File: config.mk
export PLATFORM = sky130hd
export DESIGN_NAME = bc_fir_sym_mac
export DESIGN_NICKNAME = d
export VERILOG_FILES = /design/src/rtl/bc_fir_sym_mac.sv
export SDC_FILE = /design/constraint.sdc
export NUM_CORES = 2
export LEC_CHECK = 0
export CORE_ASPECT_RATIO = 1.75
export CORE_MARGIN = 2
export CORE_UTILIZATION = 55
export DETAILED_ROUTE_END_ITERATION = 7
export PLACE_DENSITY = 0.71
export SYNTH_ARGS = -nofsm -noshare
export SYNTH_HDL_FRONTEND = slang
export SYNTH_SLANG_ARGS = --single-unit
File: constraint.sdc
create_clock -name clock_s -period 13.9 [get_ports clock_s]
set_clock_uncertainty 0.05 [all_clocks]
set_input_delay 1.39 -clock clock_s [delete_from_list [all_inputs] [get_ports clock_s]]
set_output_delay 1.39 -clock clock_s [all_outputs]
set_load 0.005 [all_outputs]
File: src/rtl/bc_fir_sym_mac.sv
// Symmetric odd-length FIR with a strided delay line. One multiplier walks the
// coefficient pairs, and the result is rounded half up and saturated to OUT_W.
module bc_fir_sym_mac #(
    parameter  int DATA_W  = 13,
    parameter  int COEF_W  = 12,
    parameter  int TAPS    = 19,
    parameter  int SPACING = 2,
    parameter  int SHIFT   = 11,
    parameter  int OUT_W   = 13,
    localparam int HALF    = (TAPS - 1) / 2,
    localparam int AW      = $clog2(HALF + 1)
) (
    input  logic                     clock_s,
    input  logic                     rst_n,
    input  logic signed [DATA_W-1:0] in_data,
    input  logic                     in_valid,
    output logic                     in_ready,
    output logic signed [OUT_W-1:0]  out_data,
    output logic                     out_valid,
    output logic                     out_sat,
    input  logic                     coef_we,
    input  logic [AW-1:0]            coef_addr,
    input  logic signed [COEF_W-1:0] coef_wdata,
    output logic                     coef_err
);

    localparam int LEN    = TAPS * SPACING;
    localparam int NSEL   = 1 << AW;
    localparam int PROD_W = DATA_W + 1 + COEF_W;
    localparam int ACC_W  = PROD_W + AW;

    localparam logic [AW-1:0]           HALF_A = AW'(HALF);
    localparam logic signed [ACC_W-1:0] RND    = ACC_W'(1) << (SHIFT - 1);
    localparam logic signed [ACC_W-1:0] OMAX   = {{(ACC_W-OUT_W+1){1'b0}}, {(OUT_W-1){1'b1}}};
    localparam logic signed [ACC_W-1:0] OMIN   = ~OMAX;

    typedef enum logic [1:0] {IDLE, MAC, OUT} state_e;

    state_e state_q, state_d;
    logic   accept, coef_ok, mac_en, out_en, wr_ok;

    logic [LEN-1:0][DATA_W-1:0]  line_q;
    logic [NSEL-1:0][COEF_W-1:0] coef_q;
    logic [NSEL-1:0][DATA_W-1:0] tap_lo, tap_hi;
    logic [AW-1:0]               idx_q;
    logic signed [ACC_W-1:0]     acc_q, acc_d, rnd_sum, r_full;
    logic signed [DATA_W:0]      pre;
    logic signed [PROD_W-1:0]    prod;
    logic signed [OUT_W-1:0]     r_sat, out_data_q;
    logic                        clip, out_valid_q, out_sat_q, coef_err_q;

    // tap_lo[k]/tap_hi[k] are the two taps sharing coef[k]; the centre has no partner
    for (genvar k = 0; k < NSEL; k++) begin : g_tap
        if (k < HALF) begin : g_pair
            assign tap_lo[k] = line_q[(k+1)*SPACING-1];
            assign tap_hi[k] = line_q[(TAPS-k)*SPACING-1];
        end else if (k == HALF) begin : g_ctr
            assign tap_lo[k] = line_q[(HALF+1)*SPACING-1];
            assign tap_hi[k] = '0;
        end else begin : g_pad
            assign tap_lo[k] = '0;
            assign tap_hi[k] = '0;
        end
    end

    always_ff @(posedge clock_s or negedge rst_n) begin
        if (!rst_n) state_q <= IDLE;
        else        state_q <= state_d;
    end

    // A new sample may be taken during OUT, so back-to-back samples cost HALF+2 cycles
    always_comb begin
        state_d = state_q;
        unique case (state_q)
            IDLE:    if (accept) state_d = MAC;
            MAC:     if (idx_q == HALF_A) state_d = OUT;
            OUT:     state_d = accept ? MAC : IDLE;
            default: state_d = IDLE;
        endcase
    end

    always_comb begin
        in_ready = (state_q != MAC);
        coef_ok  = (state_q == IDLE);
        mac_en   = (state_q == MAC);
        out_en   = (state_q == OUT);
    end

    assign accept = in_valid && in_ready;
    assign wr_ok  = coef_ok && (coef_addr <= HALF_A);

    always_comb begin
        pre     = $signed({tap_lo[idx_q][DATA_W-1], tap_lo[idx_q]})
                + $signed({tap_hi[idx_q][DATA_W-1], tap_hi[idx_q]});
        prod    = pre * $signed(coef_q[idx_q]);
        acc_d   = acc_q + {{AW{prod[PROD_W-1]}}, prod};
        rnd_sum = acc_q + RND;
        r_full  = rnd_sum >>> SHIFT;
        clip    = 1'b0;
        r_sat   = r_full[OUT_W-1:0];
        if (r_full > OMAX) begin
            r_sat = OMAX[OUT_W-1:0];
            clip  = 1'b1;
        end else if (r_full < OMIN) begin
            r_sat = OMIN[OUT_W-1:0];
            clip  = 1'b1;
        end
    end

    always_ff @(posedge clock_s or negedge rst_n) begin
        if (!rst_n) begin
            line_q      <= '0;
            coef_q      <= '0;
            acc_q       <= '0;
            idx_q       <= '0;
            out_data_q  <= '0;
            out_valid_q <= 1'b0;
            out_sat_q   <= 1'b0;
            coef_err_q  <= 1'b0;
        end else begin
            if (accept) begin
                line_q <= {line_q[LEN-2:0], in_data};
                acc_q  <= '0;
                idx_q  <= '0;
            end else if (mac_en) begin
                acc_q <= acc_d;
                idx_q <= idx_q + 1'b1;
            end
            if (coef_we && wr_ok) coef_q[coef_addr] <= coef_wdata;
            coef_err_q  <= coef_we && !wr_ok;
            out_valid_q <= out_en;
            if (out_en) begin
                out_data_q <= r_sat;
                out_sat_q  <= clip;
            end
        end
    end

    assign out_data  = out_data_q;
    assign out_valid = out_valid_q;
    assign out_sat   = out_sat_q;
    assign coef_err  = coef_err_q;

endmodule

# --- Yosys cells after proc, flatten, opt, wreduce, memory -nomap -nowiden ---
# Cells that the tools add are included.
classes:
  add_sub_neg: 4
  mul: 1
  order_cmp: 6
  mux: 21
  n_eq_ne: 6
  reduce_logical: 9
ops:
  columns: ["operator", "count"]
  rows:
  - ["bitwise mux 192 bit", 1]
  - ["binary-select mux 13 bit (select 4 bit)", 2]
  - ["two-way mux 30 bit", 2]
  - ["two-way mux 13 bit", 4]
  - ["binary-select mux 12 bit (select 4 bit)", 1]
  - ["demux 12 bit (select 4 bit)", 1]
  - ["adder 30 x 12 -> 30 bit, second input constant", 1]
  - ["adder 30 bit", 1]
  - ["multiplier 14 x 12 -> 26 bit", 1]
  - ["two-way mux 12 bit", 2]
  - ["> comparator 19 x 13 -> 1 bit, second input constant", 1]
  - ["less-than comparator 19 x 13 -> 1 bit, second input constant", 1]
  - ["adder 13 x 13 -> 14 bit", 1]
  - ["less-than comparator 4 x 5 -> 1 bit, second input constant", 2]
  - ["two-way mux 4 bit", 2]
  - ["one-hot mux 2 bit (3 select lines)", 1]
  - ["logical AND 1 bit", 5]
  - ["adder 4 x 1 -> 4 bit, second input constant", 1]
  - ["== test 4 bit, second input constant", 1]
  - ["greater-or-equal comparator 4 x 1 -> 1 bit, second input constant", 1]
  - ["less-or-equal comparator 4 bit, second input constant", 1]
  - ["two-way mux 2 bit", 2]
  - ["!= test 2 x 1 -> 1 bit, second input constant", 2]
  - ["two-way mux 1 bit", 3]
  - ["other kinds (7)", 7]
totals:
  regBits: 738
  out_inout_bits: 17
  input_bits: 33
  wordCells: 108

# --- Depth between registers and ports, before layout ---
depth:
  word_depth: 7
  ltp_mapped: 51
  depth_no_buf: 47

# --- Least setup slack after synthesis ---
# Ideal clock, no wire load.
synth_timing:
  path_type: "reg-to-reg"
  startpoint: "reg idx_q[0]"
  endpoint: "reg acc_q[29]"
  synth_period_minus_slack_ns: 10.712
  path_buffers: 5
  setup_time_ns: 0.079
  arrival_ns: 10.583
  path_slack_ns: 3.188
  t_required_ns: 13.771
  path_stages_with_launch: 51
  path_cell_list: "dfrtp_1 > buf_2 > buf_4 > buf_4 > buf_1 > nor4_1 > clkbuf_1 > nand2_1 > o21ai_0 > ha_1 > inv_1 > fa_1 > inv_1 > a21oi_1 > o21bai_1 > a21oi_1 > o21bai_1 > a21o_1 > [15 not listed] > and3_1 > a221o_1 > o21ai_1 > o21ai_1 > a21o_1 > a21oi_1 > xnor2_1 > ha_1 > nand2_1 > a21oi_1 > a221o_1 > or4_1 > a31oi_1 > o21ba_2 > o2bb2ai_2 > nor3_1 > o31a_1 > mux2i_1"
synth_via:
  elab_chain_cells: 7
  elab_cells_between_ends: 11
  classes_between: "add/sub (2); mul (1); mux (8)"
synth_lines:
  columns: ["item", "line_no", "source"]
  rows:
  - ["start: declaration", "45", "logic [AW-1:0] idx_q;"]
  - ["start signal: assignment", "127", "idx_q <= idx_q + 1'b1;"]
  - ["binary-select mux 13 bit (select 4 bit), on equally long branches", "93, 94", null]
  - ["two-way mux 13 bit, on equally long branches", "93, 94", null]
  - ["adder 13 x 13 -> 14 bit", "94", "+ $signed({tap_hi[idx_q][DATA_W-1], tap_hi[idx_q]});"]
  - ["multiplier 14 x 12 -> 26 bit *", "95", "prod = pre * $signed(coef_q[idx_q]);"]
  - ["adder 30 bit *", "96", "acc_d = acc_q + {{AW{prod[PROD_W-1]}}, prod};"]
  - ["two-way mux 30 bit *", "125", "end else if (mac_en) begin"]
  - ["two-way mux 30 bit *", "121", "if (accept) begin"]
  - ["end signal: assignment", "114", "acc_q <= '0;"]
  - ["end signal: assignment", "123", "acc_q <= '0;"]
  - ["end signal: assignment", "126", "acc_q <= acc_d;"]
  - ["end: declaration", "46", "logic signed [ACC_W-1:0] acc_q, acc_d, rnd_sum, r_full;"]
# Every way passes the cells marked *; elsewhere a longest branch is shown, timed or not. The select of a mux whose other input is x is not followed.
# A chain may end at the register's enable or synchronous reset.

# --- Worst setup path in the final report ---
# Ends and elaborated chain as after synthesis.

==> flow_metrics.py <==
metrics = {
    "synth": {
        "synth_top_family_by_area": "multiplexers",
        "synth-simple-area-share": 0.05270,
        "synth_compound_area_frac": 0.04230,
        "synth.largest_area_cell": "dfrtp_1",
        "syn-num-nets": 3268,
        "synth_xor_area_frac": 0.01832,
        "muxShareOfSynthArea": 0.2478,
        "yosysSeqAreaShare": 0.4769,
        "synth_edf_count": 0,
        "synth_fa_ha_area_frac": 0.1152,
        "synthesis.area_um2": 38720,
        "ys_ff_latch": 738,
        "synth_cell_type_count": 68,
        "synthFlopType": "dfrtp_1",
        "yosysTopAreaCellShare": 0.4769,
        "synth.area.top_cells": "dfrtp_1, mux2_2, fa_1",
        "synth.most_common_cell": "dfrtp_1",
        "async_flop_share": 1.000,
        "synth_warnings": 0,
        "synth_commonest_cells": "dfrtp_1, mux2_2, inv_1",
        "synth_cells": 2975,
        "avgSynthCellArea_um2": 13.02,
    },
    "cts": {
        "cts_tree": "yes",
        "post_cts_resized": 0,
        "clkSlewWorstSetupHoldPaths_ps": 70,
        "clkLatencyLatePin_ps": 610,
        "holdBufCountCts": 0,
        "postCtsSetupBuffers": 0,
        "cts_root_buf": "clkbuf_16",
        "clockBufferDepth": 3,
        "h-tree-depth": 3,
        "clock-sinks": 738,
        "numCtsBuffers": 68,
    },
    "critical_path": {
        "path_class": "flop to flop",
        "critPathMaxStageDelay_ps": 1030,
        "cp-startpoint": "idx_q[0]",
        "rr_endpoint": "acc_q[29]",
        "crit_family": "compound AO/OA/AOI/OAI gates",
        "crit_arrival_ps": 12090,
        "cp_max_fo": 46,
        "rrSetupSlack_ps": 2300,
        "cp-start-kind": "flop",
        "ff2ff_path_depth": 45,
        "cpMaxStageDelayCell": "dfrtp_4",
        "cp-end-kind": "flop",
        "worstPathRequired_ps": 14390,
        "r2r-start": "idx_q[0]",
        "path_buf_inv": 6,
    },
    "timing": {
        "period_share": 0.8347,
        "period_minus_slack_ps": 11600,
        "setup_viol": 0,
        "hold_viol": 0,
        "rsz0062_at_grt": "no",
        "finalMaxSlewViolations": 0,
        "slew-limit-headroom": 0.1610,
        "max_freq_mhz": 86.19,
        "fin_setup_tns_ps": 0,
        "worst_pin_slew_ps": 1254,
    },
    "placed_design": {
        "gp_congestion": 0.9073,
        "placed_area_um2": 39790,
        "dpl.hpwl_um": 53330,
        "io_buffer_count": 49,
    },
    "global_route": {
        "grt_pass1_vias": 24460,
        "grt.total_usage": 0.2209,
        "antenna_found_initial": 0,
        "grt_max_degree": 232,
        "grt_overflow": 0,
        "grt_pass1_wl_um": 127600,
    },
    "route": {
        "drc": 0,
        "totalWireLength_um": 76220,
        "drt_first_pass_iters": 5,
        "drt_iter0_drc": 1058,
        "ant_nets": 0,
        "vias": 22120,
        "viasPerCell": 5.730,
        "post_drt_wl_per_cell_um": 19.75,
    },
    "worst_hold_path": {
        "hold_start": "coef_q[154]",
        "min_path_type": "flop to flop",
        "worst_hold_path.num_cells": 0,
        "hold_end": "coef_q[154]",
    },
    "floorplanning": {
        "io_pins": 50,
        "rows": 128,
        "die_h_um": 355,
        "die_w_um": 204.6,
        "dieArea_um2": 72620,
        "start_util": 0.5558,
        "core_area_um2": 69670,
    },
    "cells_and_area": {
        "final_nets": 3195,
        "final_cell_area_um2": 42020,
        "antenna_cells": 0,
        "area_growth_pct": 8.511,
        "drive_gt1_frac": 0.3037,
        "fin_util": 0.6031,
        "n_fill_cell": 5411,
    },
    "run": {
        "max_cap_viol_count": 0,
    },
    "status": {
        "status": "complete, no violations",
    },
}
==> sequential cells by signal, indices dropped and copies added (netlist names), 2 cells and up <==
register  cells
state_q       2
line_q      494
idx_q         4
out_data     13
coef_q      192
acc_q        30
==> per-stage QoR <==
step	std cells	setup WS, ps	hold WS, ps
floorplan	2975	3188	373.9
global placement	3742	2373	309.7
detailed placement	3742	2248	312.2
CTS	3860	2239	325.8
global route	3860	1643	335.2
finish	3860	2298	322.2
==> logic make-up (layout without fill, tap and decap cells) <==
group | count (synthesis) | after routing
simple gates | 438 | 438
mux | 749 | 749
buf+inv | 459 | 434
xor+xnor | 81 | 81
compound gates | 250 | 250
fa+ha+maj | 260 | 260
flops | 738 | 738
==> layout by cell type (no fill, tap or decap), types with 62 or more instances in the layout <==
cell	instances
clkbuf_16	70
dfrtp_1	735
fa_1	161
ha_1	99
inv_1	228
mux2_2	628
mux4_2	105
nand2_1	148
nand3_1	62
nor2_1	108
==> worst max path at each step <==
stage	end	slack, ps	cells past startpoint
after floorplan	acc_q[29]	3190	50
after global placement	acc_q[29]	2370	43
after detailed placement	acc_q[29]	2250	43
after CTS	acc_q[29]	2240	43
after global routing	acc_q[29]	1640	41
final	acc_q[29]	2300	45
==> layout make-up <==
| cell class | count | area [µm²] | area share |
|---|---|---|---|
| timing repair buffer | 86 | 810.8 | 0.01930 |
| sequential | 738 | 18480 | 0.4397 |
| clock buffer | 98 | 1947 | 0.04634 |
| inverter | 230 | 863.3 | 0.02055 |
| clock inverter | 20 | 281.5 | 0.006700 |
| multi-input combinational | 1778 | 18500 | 0.4403 |
| tap | 910 | 1139 | 0.02710 |
==> metal layers <==
metal	GRT usage	part of all wire	vias to the layer above
li1	-	-	10050
met1	0.2681	0.40	11610
met2	0.4030	0.54	324
met3	0.02601	0.028	137
met4	0.07797	0.030	0
met5	0	0	-
==> worst register-to-register path, delay by kind of cell (launching register included) <==
kind,cells,cell delay (ps)
mux,2,770
compound gates,20,3970
buf+inv,6,340
flops,1,1030
xor+xnor,2,670
fa+ha+maj,9,3630
simple gates,6,1070
Power is left out: the tool's default activity adds up to more than one toggle a clock period on the data nets, which glitch-free logic cannot reach.
